===== config.mk =====
export PLATFORM = sky130hd
export DESIGN_NAME = ps2_host_tx
export DESIGN_NICKNAME = d
export VERILOG_FILES = /design/src/rtl/ps2_host_tx.sv
export SDC_FILE = /design/constraint.sdc
export NUM_CORES = 1
export LEC_CHECK = 0
export CAP_MARGIN = 20
export CORE_MARGIN = 3
export CORE_UTILIZATION = 59
export CTS_CLUSTER_DIAMETER = 150
export DETAILED_ROUTE_END_ITERATION = 16
export PLACE_DENSITY = 0.78
export SLEW_MARGIN = 20
export SYNTH_ARGS = -nofsm -noshare
export SYNTH_HDL_FRONTEND = slang
export SYNTH_SLANG_ARGS = --single-unit

===== constraint.sdc =====
create_clock -name clk -period 2.9 [get_ports clk]
set_input_delay 0.29 -clock clk [delete_from_list [all_inputs] [get_ports clk]]
set_output_delay 0.29 -clock clk [all_outputs]
set_load 0.02 [all_outputs]

===== src/rtl/ps2_host_tx.sv =====
// PS/2 host-to-device transmitter: clock inhibit, request-to-send, 11-edge frame, ACK check, timeouts.
// Optional macro PS2_TX_RETRY_EN adds one automatic retry after a NACK or timeout.
module ps2_host_tx #(
    parameter int INHIBIT_CYCLES = 10000,
    parameter int START_TIMEOUT  = 1500000,
    parameter int BIT_TIMEOUT    = 200000
) (
    input  logic       clk,
    input  logic       rst,
    input  logic [7:0] tx_data,
    input  logic       tx_valid,
    output logic       tx_ready,
    input  logic       ps2_clk_i,
    input  logic       ps2_data_i,
    output logic       ps2_clk_oe,
    output logic       ps2_data_oe,
    output logic       busy,
    output logic       tx_done,
    output logic       tx_ack_err,
    output logic       tx_timeout
);
    localparam int CNT_MAX_A = (INHIBIT_CYCLES > BIT_TIMEOUT) ? INHIBIT_CYCLES : BIT_TIMEOUT;
    localparam int CNT_MAX   = (START_TIMEOUT > CNT_MAX_A) ? START_TIMEOUT : CNT_MAX_A;
    localparam int CNT_W     = $clog2(CNT_MAX + 1);

    localparam logic [CNT_W-1:0] CNT_SAT    = CNT_W'(CNT_MAX);
    localparam logic [CNT_W-1:0] INH_LAST   = CNT_W'(INHIBIT_CYCLES - 1);
    localparam logic [CNT_W-1:0] START_LAST = CNT_W'(START_TIMEOUT - 1);
    localparam logic [CNT_W-1:0] BIT_LAST   = CNT_W'(BIT_TIMEOUT - 1);

    typedef enum logic [2:0] {
        S_IDLE,
        S_INHIBIT,
        S_RTS,
        S_DATA,
        S_ACK,
        S_WAIT_IDLE
    } state_t;

    state_t           r_state;
    logic [CNT_W-1:0] r_cnt;
    logic [3:0]       r_bit_idx;
    logic [9:0]       r_frame;
    logic             r_ack_err;
    logic             r_clk_oe;
    logic             r_data_oe;
    logic             r_done;
    logic             r_timeout;
    logic             r_clk_meta, r_clk_sync, r_clk_prev;
    logic             r_data_meta, r_data_sync;
`ifdef PS2_TX_RETRY_EN
    logic             r_retry;
    logic             w_retry_next;
`endif

    state_t           w_state_next;
    logic [CNT_W-1:0] w_cnt_next;
    logic [CNT_W-1:0] w_cnt_inc;
    logic [3:0]       w_bit_idx_next;
    logic [3:0]       w_idx_inc;
    logic [9:0]       w_frame_next;
    logic             w_ack_err_next;
    logic             w_clk_oe_next;
    logic             w_data_oe_next;
    logic             w_done_next;
    logic             w_timeout_next;
    logic             w_end_ok;
    logic             w_end_tmo;
    logic             w_fall;

    // Two-flop synchronizers; reset to the idle (released) bus level so no false edge follows reset.
    always_ff @(posedge clk or negedge rst) begin
        if (!rst) begin
            r_clk_meta  <= 1'b1;
            r_clk_sync  <= 1'b1;
            r_clk_prev  <= 1'b1;
            r_data_meta <= 1'b1;
            r_data_sync <= 1'b1;
        end else begin
            r_clk_meta  <= ps2_clk_i;
            r_clk_sync  <= r_clk_meta;
            r_clk_prev  <= r_clk_sync;
            r_data_meta <= ps2_data_i;
            r_data_sync <= r_data_meta;
        end
    end

    assign w_fall    = r_clk_prev & ~r_clk_sync;
    assign w_cnt_inc = (r_cnt == CNT_SAT) ? r_cnt : r_cnt + 1'b1;
    assign w_idx_inc = r_bit_idx + 4'd1;

    always_comb begin
        w_state_next   = r_state;
        w_cnt_next     = w_cnt_inc;
        w_bit_idx_next = r_bit_idx;
        w_frame_next   = r_frame;
        w_ack_err_next = r_ack_err;
        w_clk_oe_next  = 1'b0;
        w_data_oe_next = r_data_oe;
        w_done_next    = 1'b0;
        w_timeout_next = 1'b0;
        w_end_ok       = 1'b0;
        w_end_tmo      = 1'b0;
`ifdef PS2_TX_RETRY_EN
        w_retry_next   = r_retry;
`endif
        case (r_state)
            S_IDLE: begin
                w_cnt_next     = '0;
                w_data_oe_next = 1'b0;
                if (tx_valid) begin
                    w_frame_next   = {1'b1, ~^tx_data, tx_data};
                    w_ack_err_next = 1'b0;
                    w_clk_oe_next  = 1'b1;
                    w_state_next   = S_INHIBIT;
`ifdef PS2_TX_RETRY_EN
                    w_retry_next   = 1'b0;
`endif
                end
            end
            S_INHIBIT: begin
                w_clk_oe_next = 1'b1;
                if (r_cnt >= INH_LAST) begin
                    w_clk_oe_next  = 1'b0;
                    w_data_oe_next = 1'b1;
                    w_cnt_next     = '0;
                    w_state_next   = S_RTS;
                end
            end
            S_RTS: begin
                if (w_fall) begin
                    w_data_oe_next = ~r_frame[0];
                    w_bit_idx_next = 4'd0;
                    w_cnt_next     = '0;
                    w_state_next   = S_DATA;
                end else if (r_cnt >= START_LAST) begin
                    w_end_tmo = 1'b1;
                end
            end
            S_DATA: begin
                if (w_fall) begin
                    // Frame bit 9 is the stop bit (1), so the line is released on edge 10.
                    w_data_oe_next = ~r_frame[w_idx_inc];
                    w_bit_idx_next = w_idx_inc;
                    w_cnt_next     = '0;
                    if (w_idx_inc == 4'd9) begin
                        w_state_next = S_ACK;
                    end
                end else if (r_cnt >= BIT_LAST) begin
                    w_end_tmo = 1'b1;
                end
            end
            S_ACK: begin
                w_data_oe_next = 1'b0;
                if (w_fall) begin
                    w_ack_err_next = r_data_sync;
                    w_cnt_next     = '0;
                    w_state_next   = S_WAIT_IDLE;
                end else if (r_cnt >= BIT_LAST) begin
                    w_end_tmo = 1'b1;
                end
            end
            S_WAIT_IDLE: begin
                if (r_clk_sync && r_data_sync) begin
                    w_end_ok = 1'b1;
                end else if (r_cnt >= BIT_LAST) begin
                    w_end_tmo = 1'b1;
                end
            end
            default: begin
                w_state_next = S_IDLE;
            end
        endcase

        if (w_end_ok || w_end_tmo) begin
            w_clk_oe_next  = 1'b0;
            w_data_oe_next = 1'b0;
            w_cnt_next     = '0;
            w_state_next   = S_IDLE;
`ifdef PS2_TX_RETRY_EN
            if (!r_retry && (w_end_tmo || r_ack_err)) begin
                w_retry_next   = 1'b1;
                w_ack_err_next = 1'b0;
                w_clk_oe_next  = 1'b1;
                w_state_next   = S_INHIBIT;
            end else begin
                w_done_next    = w_end_ok;
                w_timeout_next = w_end_tmo;
            end
`else
            w_done_next    = w_end_ok;
            w_timeout_next = w_end_tmo;
`endif
        end
    end

    always_ff @(posedge clk or negedge rst) begin
        if (!rst) begin
            r_state   <= S_IDLE;
            r_cnt     <= '0;
            r_bit_idx <= '0;
            r_frame   <= '0;
            r_ack_err <= 1'b0;
            r_clk_oe  <= 1'b0;
            r_data_oe <= 1'b0;
            r_done    <= 1'b0;
            r_timeout <= 1'b0;
`ifdef PS2_TX_RETRY_EN
            r_retry   <= 1'b0;
`endif
        end else begin
            r_state   <= w_state_next;
            r_cnt     <= w_cnt_next;
            r_bit_idx <= w_bit_idx_next;
            r_frame   <= w_frame_next;
            r_ack_err <= w_ack_err_next;
            r_clk_oe  <= w_clk_oe_next;
            r_data_oe <= w_data_oe_next;
            r_done    <= w_done_next;
            r_timeout <= w_timeout_next;
`ifdef PS2_TX_RETRY_EN
            r_retry   <= w_retry_next;
`endif
        end
    end

    assign tx_ready    = (r_state == S_IDLE);
    assign busy        = (r_state != S_IDLE);
    assign ps2_clk_oe  = r_clk_oe;
    assign ps2_data_oe = r_data_oe;
    assign tx_done     = r_done;
    assign tx_ack_err  = r_ack_err;
    assign tx_timeout  = r_timeout;
endmodule


==> out/metrics.cfg <==
[critical_path]
startpoint_type = flop
cp.arrival_ns = 2.75
endpoint_kind = flop
required_ns = 3.12
worstPathMaxFanout = 11
criticalPathCategory = flop to flop

[clock_tree]
cts_buffers = 5
cts_buffer_depth = 2
cts_tree = done
clock_latency_ns = 0.30
ctsResizeCount = 0
postCtsSetupBuffers = 0
cts_root_buf = clkbuf_8
cts.hold.buffers_added = 0
path_clk_slew_ns = 0.09
cts_max_level = 2
cts_sinks = 48

[grt]
grt_max_degree = 49
grt_pass1_vias = 1892
grt-ovfl-total = 0
grt_pass1_wl_um = 9020
antenna_found_initial = 0
grt_usage = 0.211

[power_and_ir_drop]
internal_power_w = 0.00148
ir_drop_uv = 635
swShare = 0.413
combPwrFrac = 0.443
power_per_cell_area_nw_per_um2 = 819
p_leak_nw = 1.23
p_seq_frac = 0.397
clockPowerShare = 0.160
power_w = 0.00251
p_switching_w = 0.00104

[timing]
slew_viol_final = 0
fin_crit_sh = 0.872
maxSlewHeadroom = 0.603
max_freq_mhz = 396
min_period_ns = 2.53
hold_ws_ns = -0.0278
tightestPinTransition_ns = 0.595
setup_violations = 0
hold_violations = 25
rsz0062_at_grt = no
fin_skew_ns = 0.00313
timing.setup.tns_ns = 0

[detailed_routing]
wirelength_um = 5510
viasPerCell = 6.07
vias = 2193
drt_pass1_iterations = 4
drc = 0
post_drt_wl_per_cell_um = 15.3
drtIter0Drc = 172
postRouteAntennaNets = 0

[placed_design]
dpl.cell_count = 353
portBuffers = 19
placed_area_um2 = 2970
dp_hpwl_um = 3960
place_congestion = 0.897

[finish]
fillerInstances = 359
drive_gt1_frac = 0.165
diodes = 0
area_delta_synth_final_pct = 9.75
post-route-cell-area_um2 = 3070
fin_cells = 361
finalNetCount = 325

[logic_synthesis]
netlist_area_um2 = 2800
ys_seq_area_frac = 0.432
synth_ff_type = dfrtp_1
postSynthAreaPerCell_um2 = 9.45
yosysWarnings = 0
ys_ff_latch = 48
synth.distinct_cells = 52
synth-edff-count = 0
synthCells = 296
synth_fp_nets = 313
synthArstFlopShare = 1.00

[floorplan]
dieArea_um2 = 5600
die_y_um = 74.8
initial_utilization = 0.625
die_x_um = 74.8
core_um2 = 4470
io_pins = 20
rows = 24

[flow_run]
cap_violations = 0

[worst_hold_path]
hold_path.class = primary input to asynchronous set/reset pin

[outcome]
violations = negative hold slack
status = finished with violations

metal layers:
layer  vias to the layer above  share of wire  GRT usage
met4                         0         0.0083     0.0474
met3                         6          0.056     0.0481
li1                       1071              -          -
met5                         -              0          0
met2                        65           0.44      0.294
met1                      1051           0.50      0.333
cell type report:
| class | count | area (um^2) | share of cell area |
|---|---|---|---|
| multi-input combinational | 222 | 1460 | 0.477 |
| sequential | 48 | 1210 | 0.393 |
| timing repair buffer | 21 | 203 | 0.0660 |
| clock buffer | 5 | 68.8 | 0.0224 |
| tap | 52 | 65.1 | 0.0212 |
| inverter | 10 | 37.5 | 0.0122 |
| clock inverter | 3 | 23.8 | 0.00775 |
cells by family after synthesis:
family | Yosys count | share of synthesized area
fa+ha+maj | 4 | 0.0179
buf+inv | 26 | 0.0447
mux | 15 | 0.0577
flops | 48 | 0.432
simple gates | 124 | 0.235
compound gates | 52 | 0.128
xor+xnor | 27 | 0.0846
final timing paths:
path	start	endpoint	slack, ns	depth (start not counted)
max	r_bit_idx[0]	ps2_data_oe	0.37	8
min reg2reg	r_data_meta	r_data_sync	0.36	0
min in group clk	r_data_meta	r_data_sync	0.36	0
min	rst	r_cnt[2]	-0.03	1
max reg2reg	r_bit_idx[0]	ps2_data_oe	0.37	8
max in group asynchronous	rst	r_cnt[17]	2.51	1
Yosys cell counts (all sizes together) (3+ instances only):
master | instances | area share
mux2i | 6 | 0.021
nand2 | 24 | 0.032
a21o | 3 | 0.0081
dfrtp | 43 | 0.38
a31oi | 4 | 0.011
nand3 | 15 | 0.029
nand2b | 3 | 0.0067
inv | 10 | 0.013
nor2b | 4 | 0.0089
or3 | 4 | 0.0089
nand4 | 7 | 0.016
xor2 | 11 | 0.034
and3 | 3 | 0.0067
nand3b | 3 | 0.0081
nor2 | 36 | 0.065
dfstp | 5 | 0.047
mux2 | 9 | 0.036
xnor2 | 16 | 0.050
ha | 4 | 0.018
buf | 8 | 0.021
nor4 | 5 | 0.011
nor3 | 12 | 0.021
o21ai | 16 | 0.029
clkbuf | 8 | 0.011
a21oi | 9 | 0.016
placed cells by master (no fill, tap or decap), types with 5 or more instances in the layout:
cell	n
dfrtp_1	43
nand2_1	24
nor2_2	19
clkdlybuf4s50_1	18
nor2_1	17
xnor2_1	16
nand3_1	14
o21ai_0	13
nor3_1	12
xor2_1	11
inv_1	10
a21oi_1	9
mux2_2	9
nand4_1	7
mux2i_1	6
nor4_1	5
clkbuf_8	5
dfstp_2	5
power groups by stage:
stage | Clock, W | Combinational, W | Sequential [W]
after floorplan | 0 | 0.000919 | 0.000929
after global placement | 0 | 0.00107 | 0.00100
after detailed placement | 0 | 0.00110 | 0.00101
after CTS | 0.000414 | 0.00111 | 0.000995
after global routing | 0.000443 | 0.00123 | 0.00102
final | 0.000401 | 0.00111 | 0.000998
state kept, by name, summed over array words and instances (netlist names):
signal,count
r_data_meta,1
r_data_sync,1
r_clk_prev,1
tx_ack_err,1
ps2_clk_oe,1
r_state,3
r_bit_idx,4
r_cnt,21
r_clk_meta,1
tx_done,1
tx_timeout,1
ps2_data_oe,1
r_frame,10
r_clk_sync,1
per-stage QoR:
step / utilization / setup WS, ns / hold WS, ns
global route: 0.686 / 0.253 / 0.0213
floorplan: - / 0.744 / -0.00559
CTS: 0.685 / 0.417 / 0.208
global placement: 0.665 / 0.589 / 0.346
finish: 0.686 / 0.372 / -0.0278
detailed placement: 0.665 / 0.428 / 0.347
critical path: stages (launching register included):
cell and delay (ns):
dfrtp_1 0.55, inv_1 0.15, ha_1 0.50, nor2b_1 0.11, a2111oi_0 0.39, a221oi_1 0.09, a311oi_1 0.30, o211ai_1 0.15
a211oi_2 0.20
No activity file was read; power rests on OpenSTA's default activity.
